### config.mk
export PLATFORM = sky130hd
export DESIGN_NAME = obj_fetcher
export DESIGN_NICKNAME = d
export VERILOG_FILES = /design/src/rtl/ppu_types_pkg.sv /design/src/rtl/obj_pixel_decode.sv /design/src/rtl/obj_fetcher.sv
export SDC_FILE = /design/constraint.sdc
export NUM_CORES = 1
export LEC_CHECK = 0
export BUFFER_PORTS_ARGS = -buffer_cell sky130_fd_sc_hd__buf_2
export CORE_AREA = 4 4 126 128
export CTS_CLUSTER_DIAMETER = 100
export DETAILED_ROUTE_END_ITERATION = 8
export DIE_AREA = 0 0 130 132
export GPL_TIMING_DRIVEN = 1
export PLACE_DENSITY = 0.76
export SLEW_MARGIN = 20
export SYNTH_ARGS = -nofsm -noshare
export SYNTH_HDL_FRONTEND = slang
export SYNTH_HIERARCHICAL = 1
export SYNTH_SLANG_ARGS = --single-unit
### constraint.sdc
create_clock -name clk -period 3.58 [get_ports clk]
set_clock_uncertainty 0.2 [all_clocks]
set_input_delay 0.358 -clock clk [delete_from_list [all_inputs] [get_ports clk]]
set_output_delay 0.358 -clock clk [all_outputs]
set_load 0.02 [all_outputs]
### src/rtl/ppu_types_pkg.sv
// Shared PPU types: OBJ FIFO pixel format, fetcher state encoding and the
// sprite row/VRAM address helper used by the object fetcher.
package ppu_types_pkg;

   localparam int FIFO_DEPTH = 8;

   typedef struct packed {
      logic [1:0] colour;
      logic [2:0] palette;
      logic       bg_priority;
      logic [3:0] spr_idx;
      logic       valid;
   } pixel_t;

   typedef enum logic [2:0] {
      IDLE,
      LO_ADDR,
      LO_DATA,
      HI_ADDR,
      HI_DATA,
      PUSH
   } fetch_state_t;

   // (ly + 16 - spr_y) mod 16 is simply the low nibble of ly - spr_y.
   function automatic logic [12:0] obj_vram_addr(input logic [7:0] scan_line,
                                                 input logic [7:0] y_pos,
                                                 input logic [7:0] tile,
                                                 input logic       yflip,
                                                 input logic       tall,
                                                 input logic       plane);
      logic [7:0] diff;
      logic [3:0] row;
      logic [7:0] tile_idx;
      diff = scan_line - y_pos;
      row = diff[3:0];
      if (yflip)
         row = (tall ? 4'd15 : 4'd7) - row;
      tile_idx = tall ? {tile[7:1], row[3]} : tile;
      return {1'b0, tile_idx, row[2:0], plane};
   endfunction

endpackage

### src/rtl/obj_pixel_decode.sv
// Combinational decode of two tile bitplanes into eight OBJ FIFO pixels,
// applying horizontal flip and left-edge clipping for sprites with x < 8.
module obj_pixel_decode
   import ppu_types_pkg::*;
(
   input  logic [7:0]                lo_plane,
   input  logic [7:0]                hi_plane,
   input  logic [7:0]                spr_x,
   input  logic                      xflip,
   input  logic [2:0]                palette,
   input  logic                      bg_priority,
   input  logic [3:0]                spr_idx,
   output pixel_t [FIFO_DEPTH-1:0]   pixels
);

   pixel_t [FIFO_DEPTH-1:0] raw;
   logic [7:0] clip_diff;
   logic [3:0] shift;

   always_comb begin
      for (int i = 0; i < FIFO_DEPTH; i++) begin
         logic [2:0] bit_sel;
         bit_sel = xflip ? 3'(i) : 3'(7 - i);
         raw[i] = '0;
         raw[i].colour      = {hi_plane[bit_sel], lo_plane[bit_sel]};
         raw[i].palette     = palette;
         raw[i].bg_priority = bg_priority;
         raw[i].spr_idx     = spr_idx;
         raw[i].valid       = ({hi_plane[bit_sel], lo_plane[bit_sel]} != 2'b00);
      end
   end

   // Sprites partly off the left edge slide left; vacated slots become empty pixels.
   always_comb begin
      clip_diff = 8'd8 - spr_x;
      shift = (spr_x < 8'd8) ? clip_diff[3:0] : 4'd0;
      for (int i = 0; i < FIFO_DEPTH; i++) begin
         logic [3:0] src;
         src = 4'(i) + shift;
         pixels[i] = '0;
         if (!src[3])
            pixels[i] = raw[src[2:0]];
      end
   end

endmodule

### src/rtl/obj_fetcher.sv
// Sprite tile fetcher: reads both bitplanes of one sprite row and pushes eight
// decoded pixels to the OBJ FIFO. Define OBJ_FETCH_CGB_EN for CGB bank/palette.
module obj_fetcher
   import ppu_types_pkg::*;
(
   input  logic                     clk,
   input  logic                     reset,
   input  logic                     start,
   input  logic [7:0]               spr_y,
   input  logic [7:0]               spr_x,
   input  logic [7:0]               spr_tile,
   input  logic [7:0]               spr_flags,
   input  logic [3:0]               spr_idx,
   input  logic [7:0]               ly,
   input  logic                     obj_size,
   input  logic                     abort,
   output logic                     vram_rd,
   output logic [12:0]              vram_addr,
   output logic                     vram_bank,
   input  logic [7:0]               vram_rdata,
   output logic                     fifo_we,
   output pixel_t [FIFO_DEPTH-1:0]  fifo_wdata,
   output logic                     busy,
   output logic                     done
);

   fetch_state_t state;

   logic [7:0] lat_y;
   logic [7:0] lat_x;
   logic [7:0] lat_tile;
   logic [7:0] lat_flags;
   logic [3:0] lat_idx;
   logic [7:0] lat_ly;
   logic       lat_size;
   logic [7:0] lo_plane;
   logic [7:0] hi_plane;

   logic [2:0] pix_palette;
   logic       start_bank;
   logic       lat_bank;
   pixel_t [FIFO_DEPTH-1:0] decoded;

`ifdef OBJ_FETCH_CGB_EN
   logic unused_flags;
   assign pix_palette  = lat_flags[2:0];
   assign start_bank   = spr_flags[3];
   assign lat_bank     = lat_flags[3];
   assign unused_flags = lat_flags[4];
`else
   logic unused_flags;
   assign pix_palette  = {2'b00, lat_flags[4]};
   assign start_bank   = 1'b0;
   assign lat_bank     = 1'b0;
   assign unused_flags = ^lat_flags[3:0];
`endif

   obj_pixel_decode u_decode (
      .lo_plane    (lo_plane),
      .hi_plane    (hi_plane),
      .spr_x       (lat_x),
      .xflip       (lat_flags[5]),
      .palette     (pix_palette),
      .bg_priority (lat_flags[7]),
      .spr_idx     (lat_idx),
      .pixels      (decoded)
   );

   // Both planes are held until PUSH, so the pixel bus only needs gating.
   assign fifo_wdata = fifo_we ? decoded : '0;

   // The low-plane address comes straight from the inputs on the start edge;
   // the high-plane address is rebuilt from the latched attributes.
   always_ff @(posedge clk or posedge reset) begin
      if (reset) begin
         state     <= IDLE;
         vram_rd   <= 1'b0;
         vram_addr <= '0;
         vram_bank <= 1'b0;
         fifo_we   <= 1'b0;
         done      <= 1'b0;
         busy      <= 1'b0;
         lat_y     <= '0;
         lat_x     <= '0;
         lat_tile  <= '0;
         lat_flags <= '0;
         lat_idx   <= '0;
         lat_ly    <= '0;
         lat_size  <= 1'b0;
         lo_plane  <= '0;
         hi_plane  <= '0;
      end else if (abort) begin
         state     <= IDLE;
         vram_rd   <= 1'b0;
         vram_addr <= '0;
         vram_bank <= 1'b0;
         fifo_we   <= 1'b0;
         done      <= 1'b0;
         busy      <= 1'b0;
      end else begin
         vram_rd   <= 1'b0;
         vram_addr <= '0;
         vram_bank <= 1'b0;
         fifo_we   <= 1'b0;
         done      <= 1'b0;
         case (state)
            IDLE: begin
               if (start) begin
                  lat_y     <= spr_y;
                  lat_x     <= spr_x;
                  lat_tile  <= spr_tile;
                  lat_flags <= spr_flags;
                  lat_idx   <= spr_idx;
                  lat_ly    <= ly;
                  lat_size  <= obj_size;
                  state     <= LO_ADDR;
                  busy      <= 1'b1;
                  vram_rd   <= 1'b1;
                  vram_bank <= start_bank;
                  vram_addr <= obj_vram_addr(ly, spr_y, spr_tile, spr_flags[6],
                                             obj_size, 1'b0);
               end
            end
            LO_ADDR: state <= LO_DATA;
            LO_DATA: begin
               lo_plane  <= vram_rdata;
               state     <= HI_ADDR;
               vram_rd   <= 1'b1;
               vram_bank <= lat_bank;
               vram_addr <= obj_vram_addr(lat_ly, lat_y, lat_tile, lat_flags[6],
                                          lat_size, 1'b1);
            end
            HI_ADDR: state <= HI_DATA;
            HI_DATA: begin
               hi_plane <= vram_rdata;
               state    <= PUSH;
               fifo_we  <= 1'b1;
               done     <= 1'b1;
            end
            PUSH: begin
               state <= IDLE;
               busy  <= 1'b0;
            end
            default: begin
               state <= IDLE;
               busy  <= 1'b0;
            end
         endcase
      end
   end

endmodule

-- Yosys cells after proc, flatten, opt, wreduce, memory -nomap -nowiden
Index checks and enable logic that the tools add are counted.
Widths: inputs -> output; s select.
- logic and storage cells: 150
- output and inout port bits: 106
- bits in registers: 72
- reduce and logical (&&, ||, !) cells: 14
- $add $sub $neg: 12
- multiplexer cells: 86
- order comparisons: 17
- bitwise gates (word level): 1
- equality and inequality tests: 6
- operator list (operator ; count):
    $bmux 11 s3 ; 8
    $mux 11 ; 16
    $mux 88 ; 1
    $lt 3x4->1 const B ; 16
    $bmux 1 s3 ; 16
    $mux 3 ; 10
    $mux 1 ; 24
    $mux 12 ; 2
    $pmux 12 s2 ; 1
    $mux 4 ; 5
    $add 3x4->4 const A ; 4
    $reduce_bool 2->1 ; 8
    $sub 4x4->4 ; 4
    $pmux 3 s5 ; 1
    $add 2x4->4 const A ; 2
    $lt 8x4->1 const B ; 1
    $eq 3x2->1 const B ; 2
    $reduce_and 2->1 ; 3
    $add 1x4->4 const A ; 1
    $pmux 1 s2 ; 2
    $reduce_or 4->1 ; 1
    $sub 4x4->4 const A ; 1
    $eq 3x1->1 const B ; 1
    $eq 3x3->1 const B ; 1
    5 further kinds ; 5

-- Depth between registers and ports, before layout
- word-level depth: 8
- depth in mapped cells: 11
- gate-level depth less buffers: 9

-- By module
Netlist, hierarchy kept.
- modules (own cells, without submodules) (module ; seq. area each (um^2) ; area an instance (um^2) ; cells each ; times used):
    obj_fetcher ; 1676.6 ; 3530.9 ; 313 ; 1
    obj_pixel_decode ; 0.0 ; 2250.9 ; 298 ; 1

-- Worst setup path before layout
Ideal clock, no wire load.
- path kind: register -> output
- start point: reg lat_x[6]
- end point: out fifo_wdata[64] in the netlist's numbering
- stages on the path, launching flop included: 10
- buffers on the path: 1
- path slack: 0.096 ns
- arrival: 2.926 ns
- cells stage by stage: dfrtp_1 -> nor4_4 -> nand2_2 -> inv_2 -> clkbuf_1 -> ha_1 -> xor2_1 -> mux4_2 -> nor2b_1 -> and2_1
- RTL lines (element ; line ; text):
    start, declared ; obj_fetcher.sv:30 ; logic [7:0] lat_x;
    start signal, assigned ; obj_fetcher.sv:110 ; lat_x <= spr_x;
    end, declared ; obj_fetcher.sv:22 ; output pixel_t [FIFO_DEPTH-1:0] fifo_wdata,

==> results.py <==
metrics = {
    "placement": {
        "gp_congestion": 0.894,
        "io_buffers": 132,
        "hpwlAfterDp_um": 11300,
    },
    "logic_synthesis": {
        "synth_xor_area_share_pct": 4.11,
        "synth_mux_area_share_pct": 18.4,
        "yosysWarnings": 6,
        "syn_area_per_cell_sq_um": 9.46,
        "ys_types": 64,
        "async_flop_share_pct": 100,
        "synth-compound-area-share_pct": 12.7,
        "synthAdderAreaFrac_pct": 2.64,
        "syn-cell-area_sq_um": 5780,
        "synth_ff_type": "dfrtp_1",
        "yosys.area_share.simple_pct": 28.1,
        "ys_ff_latch": 67,
        "synthCells": 611,
        "ys_seq_area_share_pct": 29.0,
        "synth_edf_count": 0,
        "synth_top_family_by_area": "simple AND/OR/NAND/NOR gates",
    },
    "route": {
        "drcViolationCount": 0,
        "routedWlPerCell_um": 15.8,
        "vias": 4964,
        "routed_wl_um": 15100,
        "first_pass_iters": 4,
        "routed_via_density": 5.22,
        "ant_nets": 0,
        "drtIter0Drc": 262,
    },
    "job": {
        "cap_violations": 0,
    },
    "sta": {
        "fmaxAchievable_mhz": 288,
        "setup_tns_ns": 0,
        "hold-worst-slack_ns": 0.0435,
        "report.final.slew_viol_count": 0,
        "finalSetupViolCount": 0,
        "fin_crit_sh_pct": 96.9,
        "grt_setup_unrepaired": "true",
        "fin_crit_ns": 3.47,
        "hold_viol_final": 0,
        "worst_slew_pin_slew_ns": 1.00,
        "timing.slew.headroom_pct": 33.1,
    },
    "setup_path": {
        "endpoint_kind": "primary output",
        "crit_buf_inv": 3,
        "path_class": "register to primary output",
        "path_cells": "or4_4 > nor3_4 > buf_6 > xor2_1 > buf_4 > mux4_2 > nor2b_1 > and2_1 > buf_2",
        "path_max_fanout": 8,
        "cpPeakStageDelay_ns": 0.62,
        "crit_path_start": "lat_x[4]$_DFFE_PP0P_",
        "r2r_start": "state[1]$_DFFE_PP0P_",
        "crit_family": "simple AND/OR/NAND/NOR gates",
        "arrival_ns": 2.91,
        "critPathSlowestCell": "or4_4",
        "critical_path.startpoint_type": "register",
        "worstPathRequired_ns": 3.02,
    },
    "die": {
        "coreArea_sq_um": 14900,
        "die_y_um": 132,
        "start_util_pct": 38.9,
        "die_area_sq_um": 17200,
        "ios": 163,
        "die_w_um": 130,
        "rows": 45,
    },
    "worst_hold_path": {
        "min_from": "spr_x[7]",
        "holdCritPathClass": "input port to register",
    },
    "global_routing": {
        "grt_pass1_wl_um": 24400,
        "antenna_found_initial": 4,
        "track_usage_pct": 17.3,
        "grt_overflow": 0,
        "grt_max_degree": 91,
        "grt_pass1_vias": 4733,
    },
    "clocking": {
        "cts_num_sinks": 67,
        "ctsRootBufferMaster": "clkbuf_16",
        "h-tree-depth": 3,
        "cts_max_path_buffers": 2,
        "path_clk_slew_ns": 0.06,
        "tritoncts": "built",
        "numCtsBuffers": 9,
        "insertion_delay_ns": 0.32,
    },
    "final_layout": {
        "nets": 824,
        "drive_gt1_share_pct": 34.6,
        "area_growth_pct": 23.8,
        "fin_util_pct": 48.1,
    },
    "power_and_ir_drop": {
        "power_density_nw_per_um2": 600,
        "irDropWorstVdd_mv": 0.320,
        "leakage_nw": 3.29,
    },
    "status": {
        "status": "finished clean",
    },
}
==> synthesized netlist by cell type (3+ instances only) <==
library cell,number,area share [%]
mux2_2,34,6.6
o21ai_0,11,0.95
mux2i_1,4,0.69
a21o_1,5,0.65
ha_1,9,1.9
clkbuf_1,30,1.9
a2111o_1,4,0.78
and2_1,143,15
o21a_1,4,0.52
a22oi_1,16,2.1
a21oi_1,28,2.4
mux2_1,11,2.1
nand3_1,6,0.52
nand2b_1,7,0.76
nor2_1,27,1.8
nand2_1,21,1.4
o211ai_1,8,1.0
mux4_2,23,9.0
xnor2_1,12,1.8
nor2b_1,21,2.3
a2111oi_0,5,0.76
buf_4,4,0.52
buf_2,7,0.61
xor2_1,8,1.2
a211oi_1,12,1.6
nand3b_1,8,1.0
inv_1,15,0.97
buf_6,4,0.78
or2_2,3,0.32
dfrtp_1,67,29
nor3_1,15,1.3
==> cell type report <==
type	count	area (sq um)
multi-input cells	499	3930
diodes	2	5.00
clock inverters	6	114
clock buffers	10	229
repair buffers	163	900
inverters	16	62.6
well taps	188	235
fillers	1420	7710
flip-flops and latches	67	1680
==> registers in the layout (all words and copies together), names as in the netlist <==
| register | cells |
|---|---|
| vram_addr | 12 |
| lo_plane | 8 |
| lat_x | 8 |
| lat_idx | 4 |
| lat_ly | 4 |
| lat_y | 4 |
| lat_size | 1 |
| lat_tile | 8 |
| busy | 1 |
| done | 1 |
| state | 3 |
| hi_plane | 8 |
| vram_rd | 1 |
| lat_flags | 4 |
==> layer usage <==
layer	track usage (%)	up-vias	part of all wire, %
met1	23.0	2315	43
met3	5.11	19	9.1
met2	27.9	199	47
met4	3.75	6	1.0
met5	0	-	0.15
li1	-	2425	-
==> cells by family (layout without fill, tap and decap cells) <==
logic type | after synthesis | after routing
fa+ha+maj | 11 | 11
mux | 72 | 72
simple gates | 268 | 268
other cells | 1 | 20
buf+inv | 62 | 195
flops | 67 | 67
compound gates | 107 | 107
xor+xnor | 23 | 23
==> report_power, final <==
group / internal [mW] / total [mW] / switching, mW
combinational: 1.04 / 1.99 / 0.947
sequential: 0.967 / 1.30 / 0.331
clock: 0.681 / 1.01 / 0.329
total: 2.69 / 4.30 / 1.61
==> through the flow <==
| stage | area [sq um] | total power [mW] | cells | worst slack (ns) |
|---|---|---|---|---|
| 4_1_cts | 7060 | 4.26 | 942 | 0.000822 |
| 2_1_floorplan | 5850 | 2.73 | 628 | 0.0956 |
| 3_3_place_gp | 6680 | 3.17 | 924 | 0.331 |
| 3_5_place_dp | 6680 | 3.23 | 924 | 0.282 |
| 5_1_grt | 7150 | 4.62 | 950 | -0.0387 |
| 6_report | 7160 | 4.30 | 951 | 0.110 |
==> what timing repair did <==
action,4_1_cts,5_1_grt
hold endpoints to repair,26,0
gates resized for setup,3,12
buffers inserted,1,7
setup endpoints to repair,11,28
pin swaps,1,4
hold buffers,1,0
==> layout by cell type (no fill, tap or decap), drive strengths merged, types with 9 or more instances in the layout <==
cell type	instances
a21oi	28
inv	16
mux2	45
clkbuf	10
a22oi	16
xnor2	13
mux4	23
dfrtp	67
o21ai	11
nor2b	21
buf	162
and2	143
a211oi	12
nor3	17
nor2	28
ha	9
conb	18
nand2	22
==> final timing paths <==
kind / end / slack, ns / cells after the start
worst max-delay path: fifo_wdata[64] / 0.11 / 9
worst min register to register: lat_ly[3]$_DFFE_PP0P_ / 0.29 / 1
max in group asynchronous: lat_idx[1]$_DFFE_PP0P_ / 1.76 / 4
worst max register to register: lat_y[0]$_DFFE_PP0P_ / 1.28 / 5
min in group asynchronous: busy$_DFFE_PP0P_ / 0.51 / 3
worst min-delay path: lat_x[7]$_DFFE_PP0P_ / 0.04 / 2
==> worst register-to-register path, stage by stage (launching register included) <==
cell and delay [ns]:
dfrtp_1 0.52, nor4b_4 0.30, buf_4 0.23, and2b_1 0.14
buf_4 0.40, mux2_2 0.41
Note: power is estimated with default switching activity, not from simulation.
